## src/rtl/lsu_rmw_master.sv

```systemverilog
// Load/store unit for a word-wide RAM with a registered read address.
// Sub-word stores are done as read-modify-write. Optional counters: LSU_PERF_EN.
module lsu_rmw_master #(
   parameter int ADDRWIDTH = 6,
   parameter int DATAWIDTH = 32
) (
   input  logic                   iClk,
   input  logic                   iRst_n,
   input  logic                   iReq,
   input  logic                   iWe,
   input  logic [2:0]             iFunct3,
   input  logic [ADDRWIDTH+1:0]   iAddr,
   input  logic [DATAWIDTH-1:0]   iWData,
   output logic                   oBusy,
   output logic                   oDone,
   output logic                   oErr,
   output logic [DATAWIDTH-1:0]   oRData,
   output logic                   oRamWR,
   output logic [ADDRWIDTH-1:0]   oRamAddress,
   output logic [DATAWIDTH-1:0]   oRamWriteData,
`ifdef LSU_PERF_EN
   output logic [15:0]            oLoadCnt,
   output logic [15:0]            oStoreCnt,
   output logic [15:0]            oErrCnt,
`endif
   input  logic [DATAWIDTH-1:0]   iRamReadData
);

   typedef enum logic [2:0] {
      IDLE,
      ADDR,
      DATA,
      WRITE,
      RESP
   } state_t;

   state_t state, state_n;

   logic        we_q;
   logic [2:0]  f3_q;
   logic [1:0]  off_q;
   logic [15:0] wd_q;
   logic        err_q;

   logic        acc;
   logic        f3_bad;
   logic        mis;
   logic        bad;
   logic        is_sw;

   logic [7:0]           lane_b;
   logic [15:0]          lane_h;
   logic [DATAWIDTH-1:0] ext;
   logic [DATAWIDTH-1:0] mrg;

   // Request decode: legality and alignment of the incoming access
   always_comb begin
      acc    = (state == IDLE) && iReq;
      f3_bad = iWe ? (iFunct3[2] || (iFunct3[1:0] == 2'b11))
                   : ((iFunct3 == 3'b011) || (iFunct3[2:1] == 2'b11));
      mis    = ((iFunct3[1:0] == 2'b01) && iAddr[0]) ||
               ((iFunct3[1:0] == 2'b10) && (iAddr[1:0] != 2'b00));
      bad    = f3_bad || mis;
      is_sw  = iWe && (iFunct3[1:0] == 2'b10);
   end

   // State register
   always_ff @(posedge iClk or negedge iRst_n) begin
      if (!iRst_n) state <= IDLE;
      else         state <= state_n;
   end

   // Next-state logic; SW skips the read, errors go straight to RESP
   always_comb begin
      state_n = state;
      unique case (state)
         IDLE: begin
            if (acc) begin
               if (bad)        state_n = RESP;
               else if (is_sw) state_n = WRITE;
               else            state_n = ADDR;
            end
         end
         ADDR:    state_n = DATA;
         DATA:    state_n = we_q ? WRITE : RESP;
         WRITE:   state_n = RESP;
         RESP:    state_n = IDLE;
         default: state_n = IDLE;
      endcase
   end

   // Status outputs decoded from state so reset clears them at once
   always_comb begin
      oBusy  = (state != IDLE);
      oDone  = (state == RESP);
      oErr   = (state == RESP) && err_q;
      oRamWR = (state == WRITE);
   end

   // Lane select, load extension and store merge
   always_comb begin
      unique case (off_q)
         2'd0:    lane_b = iRamReadData[7:0];
         2'd1:    lane_b = iRamReadData[15:8];
         2'd2:    lane_b = iRamReadData[23:16];
         default: lane_b = iRamReadData[31:24];
      endcase
      lane_h = off_q[1] ? iRamReadData[31:16] : iRamReadData[15:0];
      unique case (f3_q)
         3'b000:  ext = {{24{lane_b[7]}}, lane_b};
         3'b001:  ext = {{16{lane_h[15]}}, lane_h};
         3'b100:  ext = {24'h0, lane_b};
         3'b101:  ext = {16'h0, lane_h};
         default: ext = iRamReadData;
      endcase
      mrg = iRamReadData;
      if (f3_q[1:0] == 2'b00) begin
         unique case (off_q)
            2'd0:    mrg[7:0]   = wd_q[7:0];
            2'd1:    mrg[15:8]  = wd_q[7:0];
            2'd2:    mrg[23:16] = wd_q[7:0];
            default: mrg[31:24] = wd_q[7:0];
         endcase
      end else begin
         if (off_q[1]) mrg[31:16] = wd_q;
         else          mrg[15:0]  = wd_q;
      end
   end

   // Request capture on accept, read data capture in DATA
   always_ff @(posedge iClk or negedge iRst_n) begin
      if (!iRst_n) begin
         we_q          <= 1'b0;
         f3_q          <= 3'b000;
         off_q         <= 2'b00;
         wd_q          <= 16'h0;
         err_q         <= 1'b0;
         oRamAddress   <= '0;
         oRamWriteData <= '0;
         oRData        <= '0;
      end else begin
         if (acc) begin
            we_q        <= iWe;
            f3_q        <= iFunct3;
            off_q       <= iAddr[1:0];
            wd_q        <= iWData[15:0];
            err_q       <= bad;
            oRamAddress <= iAddr[ADDRWIDTH+1:2];
            if (is_sw && !bad) oRamWriteData <= iWData;
         end
         if (state == DATA) begin
            if (we_q) oRamWriteData <= mrg;
            else      oRData        <= ext;
         end
      end
   end

`ifdef LSU_PERF_EN
   // Saturating transaction counters, bumped in RESP
   always_ff @(posedge iClk or negedge iRst_n) begin
      if (!iRst_n) begin
         oLoadCnt  <= 16'h0;
         oStoreCnt <= 16'h0;
         oErrCnt   <= 16'h0;
      end else if (state == RESP) begin
         if (err_q) begin
            if (oErrCnt != 16'hFFFF) oErrCnt <= oErrCnt + 16'd1;
         end else if (we_q) begin
            if (oStoreCnt != 16'hFFFF) oStoreCnt <= oStoreCnt + 16'd1;
         end else begin
            if (oLoadCnt != 16'hFFFF) oLoadCnt <= oLoadCnt + 16'd1;
         end
      end
   end
`endif

endmodule

```

## config.mk

```make
export PLATFORM = sky130hd
export DESIGN_NAME = lsu_rmw_master
export DESIGN_NICKNAME = d
export VERILOG_FILES = /design/src/rtl/lsu_rmw_master.sv
export SDC_FILE = /design/constraint.sdc
export NUM_CORES = 1
export LEC_CHECK = 0
export CAP_MARGIN = 10
export CORE_ASPECT_RATIO = 0.5
export CORE_MARGIN = 1.5
export CORE_UTILIZATION = 44
export CTS_BUF_LIST = sky130_fd_sc_hd__clkbuf_4 sky130_fd_sc_hd__clkbuf_8
export DETAILED_ROUTE_END_ITERATION = 12
export PLACE_DENSITY = 0.79
export SYNTH_ARGS = -nofsm -noshare
export SYNTH_HDL_FRONTEND = slang
export SYNTH_SLANG_ARGS = --single-unit
```

## constraint.sdc

```tcl
create_clock -name iClk -period 1.8 [get_ports iClk]
set_clock_uncertainty 0.05 [all_clocks]
set_input_delay 0.45 -clock iClk [delete_from_list [all_inputs] [get_ports iClk]]
set_output_delay 0.45 -clock iClk [all_outputs]
set_load 0.01 [all_outputs]
```

; Word level (Yosys, flattened, before mapping)
; Index checks and enable logic that the tools add are counted.
[totals]
rom_bits = 0
elab_cells = 64
ram_bits = 0
inputBits = 79
latchBits = 0
reg_bits = 96
memories = 0
[op_classes]
n_eq_ne = 15
n_shift = 0
mux = 20
bitwise_logic = 1
n_addsub = 0
n_mul = 0
reduce_logical = 19
magnitude_cmp = 0
div_mod_pow = 0
[ops]
columns = operator, n
row1 = 2-to-1 mux 32 bit, 5
row2 = case mux 32 bit (4 select lines), 1
row3 = 2-to-1 mux 16 bit, 3
row4 = 2-to-1 mux 8 bit, 4
row5 = case mux 8 bit (3 select lines), 1
row6 = case mux 3 bit (4 select lines), 1
row7 = equality test 3 x 2 -> 1 bit (second input constant), 3
row8 = equality test 3 bit (second input constant), 3
row9 = 2-to-1 mux 3 bit, 3
row10 = equality test 2 bit (second input constant), 4
row11 = equality test 3 x 1 -> 1 bit (second input constant), 2
row12 = logical AND 1 bit, 6
row13 = zero test 3 bit, 2
row14 = equality test 2 x 1 -> 1 bit (second input constant), 2
row15 = zero test 2 bit, 2
row16 = logical OR 1 bit, 4
row17 = nonzero test 3 bit, 1
row18 = OR reduction 3 bit, 1
row19 = 2-to-1 mux 2 bit, 1
row20 = != test 2 bit (second input constant), 1
row21 = AND reduction 2 bit, 1
row22 = nonzero test 2 bit, 1
row23 = zero test 1 bit, 1
row24 = 2-to-1 mux 1 bit, 1
row25 = NOT 1 bit, 1

; Longest topological paths before layout
[depth]
ltp_word = 10
depth_mapped = 7
depth_no_buf = 4

; Worst setup path after synthesis
; Ideal clock, no wire load.
[synth_path]
path_type = register to register
from = register state[0]
to = register oRData[22]
arrival_ns = 1.793
path_stages_with_launch = 8
path_buffers = 3
path_slack_ns = -0.113
cell_sequence = dfrtp_1 buf_6 or4b_1 buf_2 a2111oi_4 o21ai_2 buf_6 nand3_1
[synth_between]
elab_chain_len = 2
[synth_lines]
columns = element, line
row1 = from (decl), 37  ; state_t state, state_n;
row2 = from (signal assigned), 70  ; else state <= state_n;
row3 = equality test 3 x 2 -> 1 bit, 151  ; if (state == DATA) begin
row4 = AND reduction 2 bit (no source line), n/a
row5 = to (signal assigned), 153  ; else oRData <= ext;
row6 = to (decl), 17  ; output logic [DATAWIDTH-1:0] oRData,
; No other way between the ends.
; A chain may end at the register's enable or synchronous reset.

; Worst setup path in the final report
[layout_path]
from = register state[0]
to = register oRamWriteData[14]
[layout_between]
elab_chain_len = 5
elab_cells_between_ends = 6
[layout_lines]
columns = element, line
row1 = zero test 3 bit, 58  ; acc = (state == IDLE) && iReq;
row2 = logical AND 1 bit, 58
row3 = 2-to-1 mux 32 bit, 142  ; if (acc) begin
row4 = 2-to-1 mux 32 bit, 152  ; if (we_q) oRamWriteData <= mrg;
row5 = 2-to-1 mux 32 bit *, 151
row6 = to (signal assigned), 149  ; if (is_sw && !bad) oRamWriteData <= iWData;
row7 = to (signal assigned), 152
row8 = to (decl), 20  ; output logic [DATAWIDTH-1:0] oRamWriteData,
; Every way passes the cells marked *; elsewhere a longest branch is shown, timed or not.

==> summary.txt <==
Die
  – Die area: roughly 12000 µm²
  – Die width: approximately 150 µm
  – # IOs: 153
  – Initial Util: 0.4492
  – Row cnt: 27
  – DIE HEIGHT: 77.75 µm
  – Core ar.: approximately 11000 µm²

Synth
  – Area contributors post-synth: dfrtp_1 (49%), nand3_1 (7.2%), mux2_2 (7.1%)
  – Number of synthesized flops with an enable pin: 0
  – Yosys reg bits: 96
  – Syn Std Cell Area: just under 5000 µm²
  – Synth async-reset ratio: 1.000
  – Register area share after synthesis: 0.4885
  – Mean post-synth cell area: roughly 10 µm²
  – Yosys warns: 0
  – Largest area contributor in the netlist: dfrtp_1
  – Distinct cells, synth: between 40 and 50
  – Primary FF master, synth: dfrtp_1
  – Syn Nets: 570
  – Area share of the largest cell type after synthesis: 0.4885
  – Mapped Cells: 491

STA
  – Tcrit/Tclk final: 1.107
  – Final setup violation count: 96
  – Max Clock Freq: between 500 and 600 MHz
  – Endpoints failing hold: 0
  – Rel. slew slack: 0.5364
  – Hold Slack: 0.01349 ns
  – Worst-Margin Slew: between 0.6 and 0.7 ns
  – Fin worst setup slack: -0.1920 ns
  – RSZ-0062 raised after global routing: true
  – Total Neg Setup Slack: -10.64 ns
  – Final min period: around 2.0 ns
  – Fin. max-slew vios: 0

Global routing
  – First-pass GRT wire length: 25900 µm
  – Total gr overflow: 0
  – Initial antenna violation count: 0
  – Largest net degree at the start of global routing: 97
  – Total GRT Usage: 0.2819
  – Vias in the first global route: between 4k and 5k

Detailed routing
  – DRT iter0 DRCs: approximately 680
  – WL/cell: between 20 and 25 µm
  – Detail Route Antenna Nets: 0
  – Pre-Repair DR Iteration Count: 7
  – Routed WL: around 21000 µm
  – Vias/cell: roughly 6.4
  – DR vias: 5480
  – DRC viols: 0

Clocking
  – # clock sinks: 96
  – Clock Tree Root: clkbuf_8
  – H-tree levels: 3
  – Worst-path clk slew: about 0.11 ns
  – Inserted Clock Buffers: 9
  – Worst skew pair latency: around 0.4 ns
  – Clock buffer depth: 2
  – Hold-fix buffers, CTS: 0
  – CTS tree: yes

Finish
  – Commonest non-fill, non-tap cells in the layout: clkdlybuf4s50_1 (94), dfrtp_1 (93), buf_4 (51), dlymetal6s2s_1 (39)
  – Util after Layout: 0.7811
  – ANT cells: 0
  – Nets@finish: 784
  – Layout area overhead: 73.87%
  – Final instance area: approximately 8500 µm²
  – Commonest non-fill, non-tap cell in the layout: clkdlybuf4s50_1
  – Share of layout cells above drive strength 1: 0.3583
  – Post-Layout Cell Count: ~850

Setup path
  – Crit-path max FO: 8
  – Worst Path Required: 2.04 ns
  – Crit path DAT: 2.24 ns
  – FF-to-FF setup slack: -0.19 ns
  – CP Class: flop to flop
  – CP Launch Type: flop
  – Setup crit end kind: flop

Outcome
  – Status: complete, but fails checks
  – Violated checks: negative setup slack

Placed design
  – Gpl congestion: just under 0.9
  – Placed insts: 805
  – Post-DP Area: about 7000 µm²
  – Port buffer count: between 150 and 200
  – Hpwl dp: roughly 12000 µm

Pwr
  – Leak Pwr: 4.255 nW
  – Pwr/cell area: between 1500 and 2000 nW/µm²
  – Max VDD drop: around 810 µV

Flow run
  – Max Cap Viol: 0

Hold path
  – Hold WC Path Type: primary input to asynchronous set/reset pin
## critical path: stages, from the launching register on
cell and delay (ns):
dfrtp_2 0.45, buf_6 0.13, buf_6 0.11, nor4b_4 0.32, and4_4 0.35, buf_12 0.14
buf_16 0.15, nand2_2 0.06, o211ai_1 0.13
## through the flow
stage / total power [mW] / setup WS [ns]
after floorplan: 7.321 / 0.009776
after global placement: 10.34 / -0.3245
after detailed placement: 10.53 / -0.4188
after CTS: 12.47 / -0.1341
after global routing: 14.39 / -0.2253
final: 13.89 / -0.1920
## cells in the mapped netlist (5+ instances only)
cell	count
a221oi_1	13
mux2i_1	21
o221ai_1	8
nor2_1	12
nand3b_1	8
a22o_1	7
a21oi_1	17
o22a_1	7
o21ai_0	19
o211ai_1	17
nor2b_1	8
dfrtp_1	96
nand2b_1	5
a211o_1	5
clkbuf_1	33
nand3_1	71
a31oi_1	6
nand2_1	63
mux2_2	31
## power by group
part | leakage, nW | switching, mW | internal, mW | total [mW]
combinational | 3.01 | 3.96 | 4.26 | 8.23
sequential | 1.15 | 0.961 | 3.23 | 4.19
clock | 0.0918 | 0.821 | 0.651 | 1.47
total | 4.26 | 5.75 | 8.14 | 13.9
## path summary, 6_finish.rpt
path,startpoint,to,depth (start not counted)
min,iRst_n,oRData[20],2
max in group asynchronous,iRst_n,state[0],2
max,state[0],oRamWriteData[14],8
max reg2reg,state[0],oRamWriteData[14],8
min reg2reg,oRData[19],oRData[19],2
min in group iClk,oRData[19],oRData[19],2
## sequential cells by signal, summed over array words and instances (netlist names)
register / flops
wd_q: 16
we_q: 1
oRamAddress: 6
state: 3
oRamWriteData: 32
off_q: 2
err_q: 1
oRData: 32
f3_q: 3
## cell type report
class	instances	area [µm²]
clock inverter	5	58.81
sequential	96	2406
inverter	1	7.507
timing repair buffer	246	2744
tap	145	181.4
clock buffer	10	131.4
multi-input combinational	351	3020
fill	635	2396
## layer usage
layer	wire length [µm]	global-route usage	up-vias	part of all wire
met5	0	0.03896	-	0
met3	2307	0.06983	117	0.11
li1	-	-	2250	-
met1	8179	0.3780	2715	0.38
met4	1133	0.07212	0	0.053
met2	9699	0.4570	398	0.45
## what timing repair did
item,in CTS,in global routing
setup buffers,13,10
setup endpoints to repair,101,135
resized for setup,96,178
pin swaps,2,55
cloned,2,11
## cell families (layout without fill, tap and decap cells)
family                 after synthesis  after routing  share of synthesized area
and+or+nand+nor                    186            186                     0.1898
AOI/OAI and AO/OA                  112            112                     0.1657
DFF                                 96             96                     0.4885
muxes                               53             53                     0.1183
buffers and inverters               44            262                    0.03766
Note: power is estimated with default switching activity, not from simulation.
